$ cat src/rtl/alu_pkg.sv
// Shared definitions for the ALU scheduler: select encodings, default width
// and the controller state encoding.
package alu_pkg;

  localparam int ALU_WIDTH = 8;

  localparam logic [2:0] SEL_ADD = 3'b000;
  localparam logic [2:0] SEL_SHL = 3'b001;
  localparam logic [2:0] SEL_SHR = 3'b010;
  localparam logic [2:0] SEL_CNT = 3'b011;
  localparam logic [2:0] SEL_AND = 3'b100;
  localparam logic [2:0] SEL_OR  = 3'b101;
  localparam logic [2:0] SEL_XOR = 3'b110;
  localparam logic [2:0] SEL_NOP = 3'b111;

  typedef enum logic [1:0] {
    ST_IDLE  = 2'b00,
    ST_ISSUE = 2'b01,
    ST_RESP  = 2'b10
  } state_t;

endpackage

$ cat src/rtl/alu_sched_rr_arbiter.sv
// Combinational round-robin arbiter: grants the first asserted request found
// scanning upward from ptr, wrapping modulo NREQ.
module rr_arbiter #(
  parameter int NREQ = 2,
  parameter int IDW  = 1
) (
  input  logic [NREQ-1:0] req,
  input  logic [IDW-1:0]  ptr,
  output logic [NREQ-1:0] gnt,
  output logic [IDW-1:0]  gnt_idx
);

  logic found;
  logic hit;

  // Priority scan: step k visits requester (ptr + k) mod NREQ; first hit wins
  always_comb begin
    gnt     = '0;
    gnt_idx = '0;
    found   = 1'b0;
    hit     = 1'b0;
    for (int k = 0; k < NREQ; k++) begin
      for (int i = 0; i < NREQ; i++) begin
        hit     = (((int'(ptr) + k) % NREQ) == i) & req[i] & ~found;
        gnt[i]  = gnt[i] | hit;
        gnt_idx = hit ? IDW'(i) : gnt_idx;
        found   = found | hit;
      end
    end
  end

endmodule

$ cat src/rtl/alu_sched.sv
// Shares one ALU between NREQ requesters: round-robin accept, registered ALU
// drive for one cycle, then a held valid/ready response tagged with the ID.
module alu_sched
  import alu_pkg::*;
#(
  parameter int WIDTH = ALU_WIDTH,
  parameter int NREQ  = 2,
  parameter int IDW   = (NREQ > 2) ? $clog2(NREQ) : 1
) (
  input  logic                  clk,
  input  logic                  reset_n,
  input  logic [NREQ-1:0]       req_valid,
  output logic [NREQ-1:0]       req_ready,
  input  logic [NREQ*WIDTH-1:0] req_a,
  input  logic [NREQ*WIDTH-1:0] req_b,
  input  logic [NREQ*3-1:0]     req_sel,
  output logic [WIDTH-1:0]      alu_a,
  output logic [WIDTH-1:0]      alu_b,
  output logic [2:0]            alu_sel,
  input  logic [WIDTH-1:0]      alu_result,
  output logic                  rsp_valid,
  input  logic                  rsp_ready,
  output logic [WIDTH-1:0]      rsp_data,
  output logic [IDW-1:0]        rsp_id,
  output logic                  rsp_err,
  output logic                  busy
);

  state_t            state;
  logic [IDW-1:0]    rr_ptr;
  logic [IDW-1:0]    rr_next;
  logic [NREQ-1:0]   gnt;
  logic [IDW-1:0]    gnt_idx;
  logic              accept;
  logic [WIDTH-1:0]  pick_a;
  logic [WIDTH-1:0]  pick_b;
  logic [2:0]        pick_sel;

  rr_arbiter #(
    .NREQ (NREQ),
    .IDW  (IDW)
  ) u_arb (
    .req     (req_valid),
    .ptr     (rr_ptr),
    .gnt     (gnt),
    .gnt_idx (gnt_idx)
  );

  // The handshake is combinational but must read as zero while reset is held
  assign req_ready = (reset_n && (state == ST_IDLE)) ? gnt : '0;
  assign accept    = (state == ST_IDLE) && (|req_valid);
  assign rr_next   = (gnt_idx == IDW'(NREQ - 1)) ? '0 : gnt_idx + IDW'(1);

  // Select the granted requester's operands and opcode from the packed buses
  always_comb begin
    pick_a   = '0;
    pick_b   = '0;
    pick_sel = SEL_NOP;
    for (int i = 0; i < NREQ; i++) begin
      pick_a   = (gnt_idx == IDW'(i)) ? req_a[i*WIDTH +: WIDTH] : pick_a;
      pick_b   = (gnt_idx == IDW'(i)) ? req_b[i*WIDTH +: WIDTH] : pick_b;
      pick_sel = (gnt_idx == IDW'(i)) ? req_sel[i*3 +: 3]       : pick_sel;
    end
  end

  // Controller FSM with all outputs registered; alu_sel parks on NOP when idle
  always_ff @(posedge clk or negedge reset_n) begin
    if (!reset_n) begin
      state     <= ST_IDLE;
      rr_ptr    <= '0;
      alu_a     <= '0;
      alu_b     <= '0;
      alu_sel   <= SEL_NOP;
      rsp_valid <= 1'b0;
      rsp_data  <= '0;
      rsp_id    <= '0;
      rsp_err   <= 1'b0;
      busy      <= 1'b0;
    end else begin
      case (state)
        ST_IDLE: begin
          if (accept) begin
            alu_a   <= pick_a;
            alu_b   <= pick_b;
            alu_sel <= pick_sel;
            rsp_id  <= gnt_idx;
            rr_ptr  <= rr_next;
            busy    <= 1'b1;
            state   <= ST_ISSUE;
          end else begin
            alu_sel <= SEL_NOP;
          end
        end
        ST_ISSUE: begin
          rsp_data  <= alu_result;
          rsp_err   <= (alu_sel == SEL_NOP);
          rsp_valid <= 1'b1;
          state     <= ST_RESP;
        end
        ST_RESP: begin
          if (rsp_ready) begin
            rsp_valid <= 1'b0;
            alu_sel   <= SEL_NOP;
            busy      <= 1'b0;
            state     <= ST_IDLE;
          end else begin
            state <= ST_RESP;
          end
        end
        default: begin
          rsp_valid <= 1'b0;
          alu_sel   <= SEL_NOP;
          busy      <= 1'b0;
          state     <= ST_IDLE;
        end
      endcase
    end
  end

endmodule

$ cat config.mk
export PLATFORM = sky130hd
export DESIGN_NAME = alu_sched
export DESIGN_NICKNAME = d
export VERILOG_FILES = /design/src/rtl/alu_pkg.sv /design/src/rtl/alu_sched_rr_arbiter.sv /design/src/rtl/alu_sched.sv
export SDC_FILE = /design/constraint.sdc
export NUM_CORES = 1
export LEC_CHECK = 0
export ABC_AREA = 1
export CAP_MARGIN = 20
export CORE_MARGIN = 1
export CORE_UTILIZATION = 37
export CTS_BUF_LIST = sky130_fd_sc_hd__clkbuf_4 sky130_fd_sc_hd__clkbuf_8
export DETAILED_ROUTE_END_ITERATION = 8
export PLACE_DENSITY = 0.79
export SLEW_MARGIN = 20
export SYNTH_ARGS = -nofsm -noshare
export SYNTH_HDL_FRONTEND = slang
export SYNTH_HIERARCHICAL = 1
export SYNTH_SLANG_ARGS = --single-unit
$ cat constraint.sdc
create_clock -name clk -period 1 [get_ports clk]
set_input_delay 0.2 -clock clk [delete_from_list [all_inputs] [get_ports clk]]
set_output_delay 0.2 -clock clk [all_outputs]
set_load 0.02 [all_outputs]
# == Word level (Yosys, flattened, before mapping) ==
# Cells that the tools add are included.
# totals
regBits,34
out_inout_bits,33
# op_classes
n_addsub,2
eq_ne,6
muxes,18
n_bitwise,17
reduce_logical,10
# op_table
cell,n
logical NOT 32 bit,2
two-way mux 8 bit,2
two-way mux 3 bit,3
case mux 3 bit (3 select lines),1
bitwise AND 1 bit,7
two-way mux 1 bit,6
two-way mux 2 bit,3
case mux 1 bit (3 select lines),2
case mux 2 bit (3 select lines),1
AND reduction 2 bit,3
inverter 1 bit,5
equality test 2 bit (second input constant),2
!= test 2 bit (second input constant),2
bitwise OR 1 bit,4
equality test 3 bit (second input constant),1
AND reduction 3 bit,1
adder 1 bit (second input constant),2
equality test 2 x 1 -> 1 bit (second input constant),1
logical AND 1 bit,2
logical NOT 2 bit,1
OR reduction 2 bit,1
bitwise AND 1 bit (first input constant),1

# == Depth between registers and ports, before layout ==
# logic_depth
ltp_word,14
depth_mapped,8

# == Hierarchy ==
# Netlist, hierarchy kept.
# by_module_without_submodules
module,instances,cells_each,area_each_um2
alu_sched,1,213,1596.5
rr_arbiter,1,5,35.0

# == Least setup slack after synthesis ==
# OpenSTA, ideal clock, no wires.
# synth_path
path_type,register to output
start,register rr_ptr
end,output port req_ready[1]
arrival_time_ns,0.935
required_time_ns,0.800
path_slack_ns,-0.135
stages_incl_launch_ff,5
n_path_buf,1
path_cell_list,dfrtp_1 inv_1 a21oi_2 buf_4 and3_1
# synth_between
elab_chain_cells,12
# synth_lines
item,line,text
from (decl),alu_sched.sv:30,logic [IDW-1:0] rr_ptr;
from (signal assigned),alu_sched.sv:87,rr_ptr <= rr_next;
logical NOT 32 bit,alu_sched_rr_arbiter.sv:24,hit = (((int'(ptr) + k) % NREQ) == i) & req[i] & ~found;
bitwise AND 1 bit,alu_sched_rr_arbiter.sv:24,
inverter 1 bit,alu_sched_rr_arbiter.sv:24,
bitwise AND 1 bit,alu_sched_rr_arbiter.sv:24,
bitwise OR 1 bit,alu_sched_rr_arbiter.sv:27,found = found | hit;
inverter 1 bit,alu_sched_rr_arbiter.sv:24,
bitwise AND 1 bit,alu_sched_rr_arbiter.sv:24,
bitwise OR 1 bit,alu_sched_rr_arbiter.sv:27,
inverter 1 bit,alu_sched_rr_arbiter.sv:24,
bitwise AND 1 bit,alu_sched_rr_arbiter.sv:24,
bitwise OR 1 bit *,alu_sched_rr_arbiter.sv:25,gnt[i] = gnt[i] | hit;
named net gnt[1],alu_sched.sv:32,logic [NREQ-1:0] gnt;
two-way mux 2 bit *,alu_sched.sv:50,assign req_ready = (reset_n && (state == ST_IDLE)) ? gnt : '0;
to (decl),alu_sched.sv:13,"output logic [NREQ-1:0] req_ready,"
# Mark *: on every way through the listed nets, which the timed path passes. The rest lies on a longest branch.

# == Worst setup path after layout ==
# layout_path
start,register rr_ptr
end,output port req_ready[1]
# layout_between
elab_chain_cells,12
# layout_lines
item,line
logical NOT 32 bit,alu_sched_rr_arbiter.sv:24
bitwise AND 1 bit,alu_sched_rr_arbiter.sv:24
inverter 1 bit,alu_sched_rr_arbiter.sv:24
bitwise AND 1 bit,alu_sched_rr_arbiter.sv:24
bitwise OR 1 bit,alu_sched_rr_arbiter.sv:27
inverter 1 bit,alu_sched_rr_arbiter.sv:24
bitwise AND 1 bit,alu_sched_rr_arbiter.sv:24
bitwise OR 1 bit,alu_sched_rr_arbiter.sv:27
inverter 1 bit,alu_sched_rr_arbiter.sv:24
bitwise AND 1 bit,alu_sched_rr_arbiter.sv:24
bitwise OR 1 bit *,alu_sched_rr_arbiter.sv:25
two-way mux 2 bit *,alu_sched.sv:50
# Every way passes the cells marked *; elsewhere a longest branch is shown, timed or not.

==> flow_summary.json <==
{
  "status": "complete, but fails checks",
  "violations": "setup timing",
  "end_kind": "output pin",
  "post-route-cell-area_um2": 3500,
  "crit_family": "flip-flops",
  "final_net_count": 405,
  "rsz0062_at_grt": "yes",
  "drt_iter0_drc": 77,
  "critical_path_class": "register to output pin",
  "vias": 1928,
  "finalSetupViolations": 65,
  "yosys-top-cells-area": "dfrtp_1, nand2_1, dfstp_2",
  "place.gp.congestion": 0.723,
  "crit_path_start": "rr_ptr",
  "yosys.area.top_type_share_pct": 47.5,
  "core_um2": 4120,
  "clock_latency_ns": 0.29,
  "hpwlAfterDp_um": 3020,
  "grt_overflow": 0,
  "viasPerCell": 4.76,
  "grt_first_pass_wirelength_um": 8220,
  "dr.pass1.iters": 4,
  "synth_cell_types": 17,
  "fin_ws_ns": -0.450,
  "cap_violations": 0,
  "cts_tree": "built",
  "syn_to_final_growth_pct": 115,
  "p_leak_nw": 1.81,
  "hold_path.class": "input port to asynchronous set/reset pin",
  "fmax_mhz": 690,
  "wire_per_inst_um": 15.3,
  "tns_ns": -10.85,
  "slowest_delay_ns": 0.43,
  "crit_slowest_cell": "dfrtp_1",
  "dieHeight_um": 68.4,
  "ys_seq_elements": 34,
  "clk_pin_slew_ns": 0.07,
  "num_antenna_cells": 0,
  "drc": 0,
  "peakVddDrop_v": 0.00167,
  "power-per-cell-area_nw_per_um2": 3110,
  "num_rows": 23,
  "clock_sinks": 34,
  "ys_warn_count": 6,
  "period_share_pct": 145,
  "cp-start-kind": "register",
  "grt_pass1_vias": 1769,
  "cp_max_fo": 3,
  "clock_skew_ns": 0.0157,
  "drv_slew": 0,
  "antenna_found_initial": 0,
  "numCtsBuffers": 5,
  "die_width_um": 68.4,
  "drt-total-wl_um": 6200,
  "path_cells": "inv_2 -> a21oi_4 -> and3_4 -> buf_6",
  "netlist_area_um2": 1630,
  "htreeDepth": 2,
  "worstPathArrival_ns": 1.25,
  "slew_headroom_pct": 73.9,
  "synth.yosys.seq_area_share_pct": 52.4,
  "tightest_slew_ns": 0.391,
  "syn-num-nets": 269,
  "final_hold_viol_count": 0,
  "dieArea_um2": 4680,
  "rr_startpoint": "state[0]",
  "io_buffers": 83,
  "synth_area_leader_cell": "dfrtp_1",
  "post_dp_cell_area_um2": 2640,
  "synth_cells": 218,
  "drive_gt1_share_pct": 52.4,
  "cts_buffer_depth": 2,
  "ant_nets": 0,
  "clockRootBuffer": "clkbuf_8",
  "path_buf_inv": 2,
  "fin_crit_ns": 1.45,
  "final_common_cell": "nand2_1",
  "avgSynthCellArea_um2": 7.48,
  "most-common-layout-cells": "nand2_1, clkdlybuf4s50_1, nand2_2, buf_6, buf_4",
  "grt_max_degree": 30,
  "start_util_pct": 39.6,
  "cp.required_ns": 0.80,
  "num_io_pins": 84,
  "grt_usage_pct": 24.6
}
## stage by stage
stage	power (mW)	utilization, %	cells	hold slack [ns]	worst slack, ns
6_report	10.9	85.1	405	0.454	-0.450
5_1_grt	11.5	85.1	405	0.444	-0.483
4_1_cts	9.31	76.1	393	0.454	-0.443
3_5_place_dp	6.89	64.1	363	0.151	-0.894
3_3_place_gp	6.77	64.1	363	0.152	-0.846
2_1_floorplan	4.72	-	218	-0.0956	-0.0876
## routing by layer
metal	wire length (µm)	track usage (%)	share of wire (%)
met3	330	5.17	5.3
met5	0	0	0
met4	135	9.38	2.2
met2	3440	45.8	55
met1	2300	26.8	37
## sequential cells by signal, indices dropped and copies added (netlist names)
name       cells
alu_a          8
alu_b          8
rsp_data       8
alu_sel        3
state          2
busy           1
rr_ptr         1
rsp_err        1
rsp_id         1
rsp_valid      1
## synthesized netlist by cell type
cell type  instances
nand2_2            1
a21boi_2           1
dfrtp_1           31
o21ai_0            2
buf_6              3
nand3_1            6
nor2_4             1
nand2_1          141
buf_2              4
a21oi_2            1
inv_2              2
and3_1             2
inv_1             13
dfstp_2            3
buf_4              3
nor2_1             2
o21ai_2            2
## what timing repair did
item                                   4_1_cts  5_1_grt
pin swaps                                   28       34
endpoints found under the hold margin       31        0
setup buffers                               17       15
hold buffers                                 1        0
gates cloned                                 4        0
resized for setup                          255       86
setup endpoints to repair                   66       67
## logic make-up (layout without fill, tap and decap cells)
kind of cell | count (synthesis) | count (layout) | synth area share [%]
simple gates | 153 | 153 | 36.6
compound gates | 6 | 6 | 2.91
flops | 34 | 34 | 52.4
buf+inv | 25 | 162 | 8.13
## area by class of cell
| cell class | count | area (µm²) |
|---|---|---|
| inverters | 15 | 78.8 |
| clock buffers | 8 | 91.3 |
| fillers | 227 | 612 |
| repair buffers | 139 | 1430 |
| well taps | 50 | 62.6 |
| flip-flops and latches | 34 | 855 |
| multi-input cells | 159 | 988 |
## worst min-delay path: cells and delay by family
family | cells | cell delay, ns
buffers and inverters | 3 | 0.86
## worst paths after layout
path | to | slack, ns | cells past startpoint
setup / recovery | req_ready[1] | -0.45 | 4
hold / removal | rsp_data[1] | 0.45 | 3
setup reg to reg | alu_b[7] | -0.36 | 8
hold reg to reg | alu_b[4] | 0.50 | 2
max in group asynchronous | alu_sel[1] | 0.09 | 3
min in group clk | rsp_data[4] | 0.46 | 3
## power by group
group / switching (mW) / internal [mW]
clock network: 0.503 / 0.577
logic: 3.45 / 3.70
registers: 0.592 / 2.07
total: 4.54 / 6.35
No activity file was read; power rests on OpenSTA's default activity.
